--- src/rtl/lsu_pkg.sv ---
// lsu_pkg: shared types, access-size encodings and helpers for the load/store unit
package lsu_pkg;

    typedef enum logic [1:0] {IDLE, BUSY, DONE} lsu_state_e;

    typedef enum logic [1:0] {SZ_B, SZ_H, SZ_W} lsu_size_e;

    localparam logic [2:0] LSU_B  = 3'b000;
    localparam logic [2:0] LSU_H  = 3'b001;
    localparam logic [2:0] LSU_W  = 3'b010;
    localparam logic [2:0] LSU_BU = 3'b100;
    localparam logic [2:0] LSU_HU = 3'b101;

    // Unlisted encodings (011/110/111) fall through to word accesses
    function automatic lsu_size_e lsu_size(input logic [2:0] f3);
        case (f3)
            LSU_B, LSU_BU: return SZ_B;
            LSU_H, LSU_HU: return SZ_H;
            LSU_W:         return SZ_W;
            default:       return SZ_W;
        endcase
    endfunction

    // The counter only has to reach TIMEOUT_CYCLES-1
    function automatic int lsu_cnt_width(input int n);
        return n < 2 ? 1 : $clog2(n);
    endfunction

endpackage

--- src/rtl/load_extend.sv ---
// load_extend: selects the addressed byte/half of a read word and sign- or zero-extends it
module load_extend
    import lsu_pkg::*;
(
    input  logic [31:0] word_i,
    input  logic [1:0]  offset_i,
    input  logic [2:0]  funct3_i,
    output logic [31:0] result_o
);
    lsu_size_e   size;
    logic        sx;
    logic [7:0]  b;
    logic [15:0] h;

    assign size = lsu_size(funct3_i);
    assign sx   = !(funct3_i == LSU_BU || funct3_i == LSU_HU);
    assign b    = word_i[{offset_i, 3'b000} +: 8];
    assign h    = word_i[{offset_i[1], 4'b0000} +: 16];

    // Word accesses pass through untouched
    always_comb begin
        result_o = size == SZ_B ? {{24{sx & b[7]}}, b} :
                   size == SZ_H ? {{16{sx & h[15]}}, h} : word_i;
    end
endmodule

--- src/rtl/load_store_unit.sv ---
// load_store_unit: multi-cycle data-memory access unit with stall, misalign and bus-timeout reporting
module load_store_unit
    import lsu_pkg::*;
#(
    parameter int TIMEOUT_CYCLES = 255
) (
    input  logic        clk,
    input  logic        rst,
    input  logic        mem_read,
    input  logic        mem_write,
    input  logic [2:0]  funct3,
    input  logic [31:0] addr_in,
    input  logic [31:0] wdata_in,
    output logic [31:0] rdata_out,
    output logic        stall,
    output logic        misalign,
    output logic        access_fault,
    output logic        bus_req,
    output logic        bus_we,
    output logic [31:0] bus_addr,
    output logic [3:0]  bus_be,
    output logic [31:0] bus_wdata,
    input  logic        bus_ack,
    input  logic [31:0] bus_rdata
);
    localparam int            CW       = lsu_cnt_width(TIMEOUT_CYCLES);
    localparam logic [CW-1:0] CNT_LAST = CW'(TIMEOUT_CYCLES - 1);

    lsu_state_e    state_q;
    logic [CW-1:0] cnt_q;
    logic          req_q, we_q, fault_q;
    logic [31:0]   addr_q, wdata_q, rword_q, ext;
    logic [3:0]    be_q;
    logic [2:0]    f3_q;
    logic [1:0]    off_q;
    lsu_size_e     size;
    logic          idle_acc, misaligned;
    logic [3:0]    be_d;
    logic [31:0]   wdata_d;

    assign size       = lsu_size(funct3);
    assign misaligned = (size == SZ_H && addr_in[0]) || (size == SZ_W && addr_in[1:0] != 2'b00);
    assign idle_acc   = !rst && state_q == IDLE && (mem_read | mem_write);

    assign stall        = (idle_acc && !misaligned) || (!rst && state_q == BUSY);
    assign misalign     = idle_acc && misaligned;
    assign access_fault = state_q == DONE && fault_q;
    assign rdata_out    = state_q == DONE ? ext : '0;
    assign bus_req      = req_q;
    assign bus_we       = we_q;
    assign bus_addr     = addr_q;
    assign bus_be       = be_q;
    assign bus_wdata    = wdata_q;

    // Byte enables and lane-replicated store data for the access about to be issued
    always_comb begin
        be_d    = size == SZ_B ? 4'b0001 << addr_in[1:0] :
                  size == SZ_H ? 4'b0011 << addr_in[1:0] : 4'b1111;
        wdata_d = size == SZ_B ? {4{wdata_in[7:0]}} :
                  size == SZ_H ? {2{wdata_in[15:0]}} : wdata_in;
    end

    // Access sequencing; bus outputs are registered and cleared whenever BUSY ends
    always_ff @(posedge clk or posedge rst) begin
        if (rst) begin
            state_q <= IDLE;
            cnt_q   <= '0;
            req_q   <= 1'b0;
            we_q    <= 1'b0;
            addr_q  <= '0;
            be_q    <= '0;
            wdata_q <= '0;
            f3_q    <= '0;
            off_q   <= '0;
            rword_q <= '0;
            fault_q <= 1'b0;
        end else begin
            case (state_q)
                IDLE: if (idle_acc && !misaligned) begin
                    state_q <= BUSY;
                    cnt_q   <= '0;
                    req_q   <= 1'b1;
                    we_q    <= mem_write;
                    addr_q  <= {addr_in[31:2], 2'b00};
                    be_q    <= be_d;
                    wdata_q <= wdata_d;
                    f3_q    <= funct3;
                    off_q   <= addr_in[1:0];
                    rword_q <= '0;
                    fault_q <= 1'b0;
                end
                BUSY: if (bus_ack || cnt_q == CNT_LAST) begin
                    state_q <= DONE;
                    req_q   <= 1'b0;
                    we_q    <= 1'b0;
                    addr_q  <= '0;
                    be_q    <= '0;
                    wdata_q <= '0;
                    rword_q <= bus_ack && !we_q ? bus_rdata : '0;
                    fault_q <= !bus_ack;
                end else begin
                    cnt_q <= cnt_q + 1'b1;
                end
                default: state_q <= IDLE;
            endcase
        end
    end

    load_extend u_ext (
        .word_i   (rword_q),
        .offset_i (off_q),
        .funct3_i (f3_q),
        .result_o (ext)
    );
endmodule

--- config.mk ---
export PLATFORM = sky130hd
export DESIGN_NAME = load_store_unit
export DESIGN_NICKNAME = d
export VERILOG_FILES = /design/src/rtl/lsu_pkg.sv /design/src/rtl/load_extend.sv /design/src/rtl/load_store_unit.sv
export SDC_FILE = /design/constraint.sdc
export NUM_CORES = 1
export LEC_CHECK = 0
export BUFFER_PORTS_ARGS = -buffer_cell sky130_fd_sc_hd__buf_2
export CAP_MARGIN = 20
export CORE_ASPECT_RATIO = 1.25
export CORE_MARGIN = 1.5
export CORE_UTILIZATION = 40
export CTS_CLUSTER_DIAMETER = 50
export CTS_CLUSTER_SIZE = 25
export DETAILED_ROUTE_END_ITERATION = 7
export GPL_ROUTABILITY_DRIVEN = 0
export PLACE_DENSITY = 0.67
export SETUP_SLACK_MARGIN = 0.4
export SLEW_MARGIN = 20
export SYNTH_ARGS = -nofsm -noshare
export SYNTH_HDL_FRONTEND = slang
export SYNTH_SLANG_ARGS = --single-unit
--- constraint.sdc ---
create_clock -name clk -period 5.7 [get_ports clk]
set_clock_uncertainty 0.1 [all_clocks]
set_input_delay 0.285 -clock clk [delete_from_list [all_inputs] [get_ports clk]]
set_output_delay 0.285 -clock clk [all_outputs]
set_load 0.005 [all_outputs]
==> metrics.yaml <==
status: "complete, no violations"
layout-area-overhead-vs-synth_pct: 41.8
pin_slew_with_the_least_headroom_to_its_limit_ns: 0.963
fraction_of_final_layout_cells_sized_beyond_drive_strength_1: 0.341
netSwitchingPower_mw: 0.935
clk_root_buffer_cell: "clkbuf_16"
worstSetupPathType: "reg -> out"
timing.critical_path.to_type: "output port"
relSlewSlack: 0.353
rsz_0062_raised_after_global_routing: "false"
post-cts-setup-buffers: 0
dominantRegCellSynth: "dfrtp_1"
drt_first_pass_iters: 7
dp_slack_ns: 3.06
synth-async-reset-ratio: 1.00
gr-usage-all-layers: 0.239
timing.hold.worst.class: "in -> reg"
synth.ff_latch_count: 116
worst_skew_pair.late_latency_ns: 0.41
largest_fanout_on_the_critical_path: 16
peakVddDrop_mv: 0.273
mappedNetlistArea_um2: 5480
cellLeakagePower_nw: 4.03
synth_cell_type_count: 39
finalMaxSlewViolations: 0
setup.worst_path.start: "off_q[0]$_DFFE_PP0P_"
min_path_cells: 2
drt_wl_total_mm: 16.9
synth-edff-count: 0
worst_ep_arrival_time_ns: 2.63
route.vias.total: 5088
max_cap_viol_count: 0
seq_power_share: 0.405
power.total_mw: 3.01
avgSynthCellArea_um2: 10.9
placementRows: 47
share_comb_of_total_power: 0.242
clock-sinks: 116
postSynthCellCount: 505
place_hpwl_mm: 11.2
die_area_um2: 14400
drc_markers: 0
ant_nets: 0
fin_worst_hold_slack_ns: 0.0169
worst_r2r_path_depth: 3
placement.io_buffers: 206
grt_max_degree: 61
crit_share_post_route: 0.529
antennaDiodeCount: 0
layout.nets: 863
powerDensity_nw_per_um2: 388
min-delay-start: "addr_in[15]"
detailedRoute.firstIterationViolations: 409
setup_slack_ns: 2.69
seq_area_frac_synth: 0.530
report.final.setup_viol: 0
die_width_um: 108
regToRegStartpoint: "state_q[1]$_DFFE_PP0P_"
cts_inserted_buffers: 17
num_io_pins: 209
floorplan.initialDensity: 0.412
detail_route.wl_per_cell_um: 18.0
p_sw_frac: 0.310
cp-start-kind: "flip-flop"
tns_ns: 0
critical_path_required_ns: 5.32
finalHoldViolCount: 0
h-tree-depth: 4
drt-vias-per-instance: 5.44
number_of_global_route_vias_before_repair: 5070
maximum_clock_frequency_mhz: 332
internal_power_mw: 2.08
clock_power_share: 0.353
layout_min_cycle_time_ns: 3.01
first_pass_grt_wire_length_mm: 26.7
tritoncts: "built"
core_area_um2: 13300
ys_warn_count: 0
globalRoute.totalOverflow: 0
height_of_the_die_um: 134
clock_path_buffers: 2
antenna_found_initial: 0
path_clk_slew_ns: 0.05
routing by layer:
layer,share of wire,wire length [um],vias up,GRT usage
li1,-,-,2345,-
met1,0.41,6890,2456,0.297
met2,0.49,8190,261,0.389
met3,0.088,1490,26,0.0875
met4,0.017,295,0,0.0768
met5,0,0,-,0
layout by cell type (no fill, tap or decap), drive strengths merged, types with 3 or more instances in the layout:
cell type,n
buf,211
dfrtp,116
a22o,71
nand2,65
dlygate4sd3,59
o21ai,37
mux2i,25
nor2,22
clkbuf,20
a21oi,18
a21o,16
nand3,14
inv,12
mux4,8
a31oi,8
a311oi,8
nor2b,6
ha,6
or3,4
clkinvlp,4
o31ai,3
and2,3
clkinv,3
path summary, 6_finish.rpt:
| check | endpoint | slack, ns |
|---|---|---|
| hold / removal | bus_addr[15]$_DFFE_PP0P_ | 0.02 |
| min in group asynchronous | cnt_q[1]$_DFFE_PP0P_ | 0.49 |
| max in group asynchronous | rword_q[22]$_DFFE_PP0P_ | 3.78 |
| hold reg to reg | bus_wdata[29]$_DFFE_PP0P_ | 0.37 |
| setup reg to reg | bus_addr[2]$_DFFE_PP0P_ | 3.45 |
| setup / recovery | rdata_out[28] | 2.69 |
area by class of cell:
| cell class | instances | area [um^2] |
|---|---|---|
| Sequential cell | 116 | 2900 |
| Multi-Input combinational cell | 338 | 2360 |
| Clock inverter | 11 | 126 |
| Inverter | 10 | 40.0 |
| Clock buffer | 20 | 467 |
| Tap cell | 171 | 214 |
| Timing Repair Buffer | 270 | 1660 |
| Fill cell | 1151 | 5520 |
synthesized netlist by cell type, types with 3 or more instances:
cell type / count / area share
a31oi_1: 8 / 0.0091
a311oi_1: 8 / 0.013
clkbuf_1: 26 / 0.018
o21ai_0: 35 / 0.032
and2_1: 3 / 0.0034
a22o_1: 71 / 0.11
inv_1: 10 / 0.0069
nor2_1: 22 / 0.015
buf_2: 11 / 0.010
a21oi_1: 18 / 0.016
nor2b_1: 6 / 0.0069
dfrtp_1: 116 / 0.53
o31ai_1: 3 / 0.0041
buf_4: 5 / 0.0069
mux2i_1: 25 / 0.046
ha_1: 6 / 0.014
mux4_2: 8 / 0.033
a21o_1: 16 / 0.022
or3_1: 4 / 0.0046
nand3_1: 14 / 0.013
nand2_1: 65 / 0.045
state kept, by name (all words and copies together) (netlist names):
register / flops
bus_we: 1
off_q: 2
bus_wdata: 32
state_q: 2
rword_q: 32
bus_be: 4
bus_addr: 30
bus_req: 1
cnt_q: 8
fault_q: 1
f3_q: 3
worst max-delay path: stages (launching register included):
cell and delay (ns):
dfrtp_1 0.69, mux4_2 0.36, o21ai_1 0.09, nor4_4 0.81
a21o_1 0.15, buf_2 0.12
cells by family (layout without fill, tap and decap cells):
logic type,Yosys count,count (layout),share of synthesized area
AO/OA/AOI/OAI,170,170,0.228
adder cells (fa/ha/maj),6,6,0.0137
buffers and inverters,52,311,0.0416
flip-flops,116,116,0.530
multiplexers,33,33,0.0785
other,1,2,0.000684
AND/OR/NAND/NOR,127,127,0.108
stage by stage:
stage	utilization	cell area [um^2]	cells
after floorplan	-	5480	506
after detailed placement	0.495	6590	846
after global routing	0.585	7770	936
after global placement	0.495	6590	846
final	0.585	7770	936
after CTS	0.584	7760	935
timing repair:
action / 4_1_cts / 5_1_grt
hold endpoints to repair: 113 / 1
hold buffers: 58 / 1
gates resized for setup: 0 / 0
power by group through the flow:
stage	logic, mW	clock network [mW]	registers [mW]
detailed placement	0.699	0	1.22
CTS	0.728	1.08	1.22
global route	0.803	1.12	1.25
global placement	0.673	0	1.22
finish	0.729	1.06	1.22
floorplan	0.425	0	1.18
Power figures use the tool's default switching activity.
